--- src/rtl/mem_port_arbiter_pkg.sv ---
// -----------------------------------------------------------------------------
// mem_port_arbiter_pkg
// Shared types and constants for the instruction/data memory port arbiter.
//   arb_state_e : arbiter FSM states
//   grant_e     : which requester owns (or last owned) the shared port
//   RESP_*      : AXI response codes, passed through unmodified by the arbiter
// -----------------------------------------------------------------------------
package mem_port_arbiter_pkg;

   typedef enum logic [2:0] {
      IDLE    = 3'd0,
      RD_ADDR = 3'd1,
      RD_DATA = 3'd2,
      WR_ADDR = 3'd3,
      WR_RESP = 3'd4
   } arb_state_e;

   typedef enum logic {
      GRANT_DM = 1'b0,
      GRANT_IM = 1'b1
   } grant_e;

   localparam logic [1:0] RESP_OKAY   = 2'b00;
   localparam logic [1:0] RESP_SLVERR = 2'b10;

endpackage

--- src/rtl/mem_port_arbiter.sv ---
// -----------------------------------------------------------------------------
// mem_port_arbiter
// Shares one AXI-lite memory slave between the instruction-fetch master (im_*,
// read only) and the data master (dm_*, read/write). One transaction at a time,
// round-robin between the two sides; on the data side a write beats a read.
//
// Ports:
//   clk, rstn                    clock, synchronous active-low reset
//   dm_ar*/dm_r*                 data-side read address / read response
//   dm_aw*/dm_w*/dm_b*           data-side write address / data / response
//   im_ar*/im_r*                 fetch-side read address / read response
//   mem_ar*/mem_r*               shared read channels toward memory
//   mem_aw*/mem_w*/mem_b*        shared write channels toward memory
// -----------------------------------------------------------------------------
module mem_port_arbiter
   import mem_port_arbiter_pkg::*;
#(
   parameter int ADDRLEN = 8,
   parameter int DATALEN = 32,
   parameter int STRBLEN = DATALEN / 8
) (
   input  logic               clk,
   input  logic               rstn,
   // data read
   input  logic               dm_arvalid,
   input  logic [ADDRLEN-1:0] dm_araddr,
   output logic               dm_arready,
   output logic               dm_rvalid,
   output logic [DATALEN-1:0] dm_rdata,
   output logic [1:0]         dm_rresp,
   input  logic               dm_rready,
   // data write
   input  logic               dm_awvalid,
   input  logic [ADDRLEN-1:0] dm_awaddr,
   output logic               dm_awready,
   input  logic               dm_wvalid,
   input  logic [DATALEN-1:0] dm_wdata,
   input  logic [STRBLEN-1:0] dm_wstrb,
   output logic               dm_wready,
   output logic               dm_bvalid,
   output logic [1:0]         dm_bresp,
   input  logic               dm_bready,
   // instruction read
   input  logic               im_arvalid,
   input  logic [ADDRLEN-1:0] im_araddr,
   output logic               im_arready,
   output logic               im_rvalid,
   output logic [DATALEN-1:0] im_rdata,
   output logic [1:0]         im_rresp,
   input  logic               im_rready,
   // shared memory port
   output logic               mem_arvalid,
   output logic [ADDRLEN-1:0] mem_araddr,
   input  logic               mem_arready,
   input  logic               mem_rvalid,
   input  logic [DATALEN-1:0] mem_rdata,
   input  logic [1:0]         mem_rresp,
   output logic               mem_rready,
   output logic               mem_awvalid,
   output logic [ADDRLEN-1:0] mem_awaddr,
   input  logic               mem_awready,
   output logic               mem_wvalid,
   output logic [DATALEN-1:0] mem_wdata,
   output logic [STRBLEN-1:0] mem_wstrb,
   input  logic               mem_wready,
   input  logic               mem_bvalid,
   input  logic [1:0]         mem_bresp,
   output logic               mem_bready
);

   arb_state_e         state_q, state_d;
   grant_e             last_grant_q, last_grant_d;
   logic [ADDRLEN-1:0] addr_q, addr_d;
   logic [DATALEN-1:0] wdata_q, wdata_d;
   logic [STRBLEN-1:0] wstrb_q, wstrb_d;
   logic               mem_arvalid_q, mem_arvalid_d;
   logic               mem_awvalid_q, mem_awvalid_d;
   logic               mem_wvalid_q, mem_wvalid_d;

   logic dm_wr_req, dm_req, im_req, pick_dm;
   logic aw_done, w_done;
   logic in_rd_data, in_wr_resp, gnt_dm;

   // A data write needs both address and data present to count as a request.
   assign dm_wr_req = dm_awvalid & dm_wvalid;
   assign dm_req    = dm_wr_req | dm_arvalid;
   assign im_req    = im_arvalid;
   // Data side wins when alone, or on a tie when instruction had the last grant.
   assign pick_dm   = dm_req & (~im_req | (last_grant_q == GRANT_IM));

   // last_grant_q doubles as the owner of the transaction in flight.
   assign in_rd_data = (state_q == RD_DATA);
   assign in_wr_resp = (state_q == WR_RESP);
   assign gnt_dm     = (last_grant_q == GRANT_DM);

   // Response channels are routed combinationally; only the owner sees valid.
   assign mem_rready = in_rd_data & (gnt_dm ? dm_rready : im_rready);
   assign dm_rvalid  = in_rd_data & gnt_dm & mem_rvalid;
   assign im_rvalid  = in_rd_data & ~gnt_dm & mem_rvalid;
   assign dm_rdata   = mem_rdata;
   assign im_rdata   = mem_rdata;
   assign dm_rresp   = mem_rresp;
   assign im_rresp   = mem_rresp;
   assign dm_bvalid  = in_wr_resp & mem_bvalid;
   assign dm_bresp   = mem_bresp;
   assign mem_bready = in_wr_resp & dm_bready;

   assign mem_arvalid = mem_arvalid_q;
   assign mem_awvalid = mem_awvalid_q;
   assign mem_wvalid  = mem_wvalid_q;
   assign mem_araddr  = addr_q;
   assign mem_awaddr  = addr_q;
   assign mem_wdata   = wdata_q;
   assign mem_wstrb   = wstrb_q;

   // A write channel counts as done if it already handshook or does so now.
   assign aw_done = ~mem_awvalid_q | mem_awready;
   assign w_done  = ~mem_wvalid_q | mem_wready;

   always_comb begin
      state_d       = state_q;
      last_grant_d  = last_grant_q;
      addr_d        = addr_q;
      wdata_d       = wdata_q;
      wstrb_d       = wstrb_q;
      mem_arvalid_d = mem_arvalid_q;
      mem_awvalid_d = mem_awvalid_q;
      mem_wvalid_d  = mem_wvalid_q;
      dm_arready    = 1'b0;
      dm_awready    = 1'b0;
      dm_wready     = 1'b0;
      im_arready    = 1'b0;
      case (state_q)
         IDLE: begin
            // Readies are held low while in reset so nothing is accepted.
            if (rstn) begin
               if (pick_dm) begin
                  last_grant_d = GRANT_DM;
                  if (dm_wr_req) begin
                     dm_awready    = 1'b1;
                     dm_wready     = 1'b1;
                     addr_d        = dm_awaddr;
                     wdata_d       = dm_wdata;
                     wstrb_d       = dm_wstrb;
                     mem_awvalid_d = 1'b1;
                     mem_wvalid_d  = 1'b1;
                     state_d       = WR_ADDR;
                  end else begin
                     dm_arready    = 1'b1;
                     addr_d        = dm_araddr;
                     mem_arvalid_d = 1'b1;
                     state_d       = RD_ADDR;
                  end
               end else if (im_req) begin
                  last_grant_d  = GRANT_IM;
                  im_arready    = 1'b1;
                  addr_d        = im_araddr;
                  mem_arvalid_d = 1'b1;
                  state_d       = RD_ADDR;
               end
            end
         end
         RD_ADDR: begin
            if (mem_arready) begin
               mem_arvalid_d = 1'b0;
               state_d       = RD_DATA;
            end
         end
         RD_DATA: begin
            if (mem_rvalid && mem_rready) state_d = IDLE;
         end
         WR_ADDR: begin
            if (mem_awvalid_q && mem_awready) mem_awvalid_d = 1'b0;
            if (mem_wvalid_q && mem_wready)   mem_wvalid_d  = 1'b0;
            if (aw_done && w_done)            state_d       = WR_RESP;
         end
         WR_RESP: begin
            if (mem_bvalid && mem_bready) state_d = IDLE;
         end
         default: state_d = IDLE;
      endcase
   end

   always_ff @(posedge clk) begin
      if (!rstn) begin
         state_q       <= IDLE;
         last_grant_q  <= GRANT_IM;
         addr_q        <= '0;
         wdata_q       <= '0;
         wstrb_q       <= '0;
         mem_arvalid_q <= 1'b0;
         mem_awvalid_q <= 1'b0;
         mem_wvalid_q  <= 1'b0;
      end else begin
         state_q       <= state_d;
         last_grant_q  <= last_grant_d;
         addr_q        <= addr_d;
         wdata_q       <= wdata_d;
         wstrb_q       <= wstrb_d;
         mem_arvalid_q <= mem_arvalid_d;
         mem_awvalid_q <= mem_awvalid_d;
         mem_wvalid_q  <= mem_wvalid_d;
      end
   end

endmodule

--- config.mk ---
export PLATFORM = sky130hd
export DESIGN_NAME = mem_port_arbiter
export DESIGN_NICKNAME = d
export VERILOG_FILES = /design/src/rtl/mem_port_arbiter_pkg.sv /design/src/rtl/mem_port_arbiter.sv
export SDC_FILE = /design/constraint.sdc
export NUM_CORES = 1
export LEC_CHECK = 0
export ABC_AREA = 1
export BUFFER_PORTS_ARGS = -buffer_cell sky130_fd_sc_hd__buf_2
export CAP_MARGIN = 20
export CORE_ASPECT_RATIO = 0.9
export CORE_MARGIN = 5
export CORE_UTILIZATION = 39
export DETAILED_ROUTE_END_ITERATION = 7
export PLACE_DENSITY = 0.8
export SLEW_MARGIN = 20
export SYNTH_ARGS = -nofsm -noshare
export SYNTH_HDL_FRONTEND = slang
export SYNTH_SLANG_ARGS = --single-unit
--- constraint.sdc ---
create_clock -name clk -period 1.6 [get_ports clk]
set_clock_uncertainty 0.1 [all_clocks]
set_input_delay 0.08 -clock clk [delete_from_list [all_inputs] [get_ports clk]]
set_output_delay 0.08 -clock clk [all_outputs]
set_load 0.02 [all_outputs]
==> results.md <==
* Cell with the biggest individual delay on the critical path: sky130_fd_sc_hd__dfxtp_4
* Vias per inst at 4.83
* Number of synthesized register bits at 51
* RSZ-0062 raised after global routing: yes
* Minimum period implied by the final worst setup slack at roughly 1600 ps
* Number of port buffers at 137
* Share of the cycle needed by the critical path after routing at 0.987
* Worst path bufs/invs at 2
* Post-synthesis to final-layout area growth at 29.7%
* Worst setup path startpoint: state_q[2]$_SDFFE_PN0P_
* Number of design-rule violations left by the first detailed-router iteration at 159
* Adder and majority cell fraction of the synthesized area at 0
* Setup TNS at 0 ps
* Global-route wire length before repair at 14400 µm
* Synth top area cells: sky130_fd_sc_hd__dfxtp_1 35%, sky130_fd_sc_hd__buf_4 21%, sky130_fd_sc_hd__nor2_1 13%
* Launch point of the worst reg-to-reg path: state_q[2]$_SDFFE_PN0P_
* Routed wirelength normalized by instance count at around 15 µm
* Post-route total power at 5.17 mW
* Worst setup slack before clock tree synthesis at -102 ps
* Clk buf depth at 2
* Critical path data required time at 1420 ps
* Avg Cell Area, Syn at 7.02 µm²
* Wire length after detailed routing at 9360 µm
* DR vias at 2992
* Final Wtd Congestion at 0.836
* Clock share of power at 0.148
* Number of cells on the worst reg-to-reg path at 7
* Number of H-tree branching levels at 2
* Sequence of cells on the critical path: buf_4 -> nor2_1 -> nand2_1 -> a21oi_1 -> buf_2
* Amount of wire on met3 after detailed routing at approximately 1200 µm
* Wire length on met2 at 4490 µm
* DRC Markers at 0
* Placed Area at a little over 3000 µm²
* Leakage at approximately 2 nW
* Placeable core region at 7150 µm²
* Clock input transition at the sequential cells of the worst setup and hold paths at 100 ps
* Remaining Overflow, GRT at 0
* Number of nets produced by synthesis at 523
* Initial antenna violation count at 0
* Clk_lat worst skew at 300 ps
* Max-cap violation count at 0
* Cell area after layout at 3760 µm²
* Die height at 91.8 µm
* Highest attainable clock frequency at 633 MHz
* Actual transition at the worst max-transition pin at ~450 ps
* Instance count on the critical path at 5
* Non-filler instance count after layout at a little over 600
* Total clock sinks at 51
* Hold slack final at approximately 18 ps
* Max transition margin at 0.697
* Multiplexer share of the synthesized area at 0
* Switching power at 2.28 mW
* Largest family of logic cells by synthesized area: buffers and inverters
* Commonest non-fill, non-tap cell in the layout: sky130_fd_sc_hd__buf_2
* Delay-heaviest family, CP: flip-flops
* Starting Density at 0.406
* Path type of the worst setup path: flip-flop to primary output
* Post-synthesis cell type count at 25
* Internal power at 2.89 mW
* Depth of the worst hold-timing path at 5
* Setup violations, final at 0
* Largest net degree at the start of global routing at 39
* Iteration count of the initial detailed-routing pass at 4
* Post-synthesis instance area at 2900 µm²
* Post-synthesis compound-gate area fraction at 0.0988
* Switching Fraction at 0.440
* Kind of start point of the critical path: flip-flop
* Warnings from Yosys at 0
* Post-synthesis sequential area ratio at 0.352
* HP Start: im_araddr[6]
* Library cell used as clock root buffer: sky130_fd_sc_hd__clkbuf_8
* Antenna Cells at 0
* Area share of xor/xnor cells in the synthesized design at 0
* Storage cell area at 1030 µm²
* Biggest cell delay along the critical path at approximately 370 ps
* Synth Instances at about 410
* Post-synthesis cell type with the largest combined area: sky130_fd_sc_hd__dfxtp_1
* Peak supply drop at 597 µV
* Die boundary width at 101 µm
* Global router's overall resource usage at 0.188
* Area share of the leading cell type in the synthesized netlist at 0.352
* Share of layout cells above drive strength 1 at 0.365
* End point of the critical path: mem_rready
* Max layer used: met4
* Leading cell types in the layout, fill and taps excluded: 131 x sky130_fd_sc_hd__buf_2, 100 x sky130_fd_sc_hd__nor2_1, 52 x sky130_fd_sc_hd__nand2_1
* Final Util at 0.526
* Vias in the first global route at 2989
* Reg-to-reg critical path endpoint: mem_wdata[21]$_SDFFE_PN0P_
* Number of buffers created by CTS at 5
* Arrival time reported for the critical path endpoint at approximately 1400 ps
* Footprint of the multi-input gates at 1110 µm²
* Reg2reg setup slack at 100 ps
* FILL cells at 691
* Number of rows in the core area at 29
* # placed instances at 556
* Relative contribution of combinational cells to total power at 0.498
* Boundary Pins at 244
* Final nets at 635
* Hold Violations, Final at 0
* Power density cells at 1380 nW/µm²
* Post-route antenna net violation count at 0
* Maximum net fanout on the critical path at 5
* Slew Viols, Final at 0
* Status: complete, no violations
* Post-Synth Simple-Gate Area at 0.273
* Min-Delay Path Class: input port to flip-flop
* Die area at 9260 µm²
* Share of power burned in registers at 0.354
* Critical path capture point type: primary output
* Met1 Routed Length at about 3500 µm
* Final worst slack at 20.7 ps
* Post-DP HPWL at 6140 µm
* CTS tree: built
Yosys cell counts:
master                       n
sky130_fd_sc_hd__nor2_1    102
sky130_fd_sc_hd__inv_2       5
sky130_fd_sc_hd__nand3_1    13
sky130_fd_sc_hd__buf_6       5
sky130_fd_sc_hd__clkbuf_1    5
sky130_fd_sc_hd__nand2_2     4
sky130_fd_sc_hd__nand2_1    54
sky130_fd_sc_hd__o22ai_1     1
sky130_fd_sc_hd__o211ai_1    1
sky130_fd_sc_hd__o31ai_1     3
sky130_fd_sc_hd__nor2_4      1
sky130_fd_sc_hd__nand4_1     1
sky130_fd_sc_hd__dfxtp_1    51
sky130_fd_sc_hd__o21ai_4     1
sky130_fd_sc_hd__buf_4      80
sky130_fd_sc_hd__o21ai_0    38
sky130_fd_sc_hd__buf_2       4
sky130_fd_sc_hd__nand3b_1    1
sky130_fd_sc_hd__inv_1      23
sky130_fd_sc_hd__nor2_2      7
sky130_fd_sc_hd__a21oi_1     7
sky130_fd_sc_hd__nand2_4     1
sky130_fd_sc_hd__a21oi_2     1
sky130_fd_sc_hd__nor3_1      3
sky130_fd_sc_hd__nor2_8      1
metal layers:
metal,global-route usage,vias to the layer above
met4,0.0696,0
met2,0.321,202
met5,0,-
met1,0.208,1340
li1,-,1422
met3,0.0789,28
repair_timing:
action | 4_1_cts | 5_1_grt
buffers inserted | 2 | 8
hold buffers | 45 | 0
endpoints found under the hold margin | 47 | 0
pin swaps | 2 | 3
resized for setup | 12 | 18
setup endpoints to repair | 36 | 25
worst min path at each step:
stage	slack, ps	to
after floorplan	100	mem_arvalid$_SDFFE_PN0P_
after global placement	60	dm_bresp[0]
after detailed placement	60	dm_bresp[0]
after CTS	3	mem_araddr[6]$_SDFFE_PN0P_
after global routing	50	state_q[2]$_SDFFE_PN0P_
final	20	mem_araddr[6]$_SDFFE_PN0P_
layout make-up:
cell class	count	share of cell area
Timing Repair Buffer	199	0.345
Multi-Input combinational cell	240	0.296
Sequential cell	51	0.274
Tap cell	93	0.0310
Inverter	28	0.0306
Clock buffer	6	0.0193
Clock inverter	2	0.00433
worst reg2reg max path, cell delays in order, from the launching register on:
cell                      delay (ps)
sky130_fd_sc_hd__dfxtp_4         370
sky130_fd_sc_hd__nor2_4          130
sky130_fd_sc_hd__nand2_4          80
sky130_fd_sc_hd__buf_4           160
sky130_fd_sc_hd__nor2_8          140
sky130_fd_sc_hd__buf_12          190
sky130_fd_sc_hd__o21ai_0         150
sky130_fd_sc_hd__nor2_1          130
sequential cells by signal, indices dropped and copies added (netlist names):
register / cells
mem_araddr: 8
mem_wdata: 32
mem_wstrb: 4
state_q: 3
mem_arvalid: 1
last_grant_q: 1
mem_wvalid: 1
mem_awvalid: 1
cells by family after synthesis:
group / count (synthesis)
AND/OR/NAND/NOR: 188
buffers and inverters: 122
AO/OA/AOI/OAI: 52
flip-flops: 51
power groups by stage:
stage          Combinational, mW  Clock (mW)  Sequential (mW)
2_1_floorplan               1.53           0             2.17
3_3_place_gp                2.18           0             1.81
3_5_place_dp                2.21           0             1.82
4_1_cts                     2.38       0.792             1.81
5_1_grt                     2.82       0.855             1.87
6_report                    2.58       0.764             1.83
No activity file was read; power rests on OpenSTA's default activity.
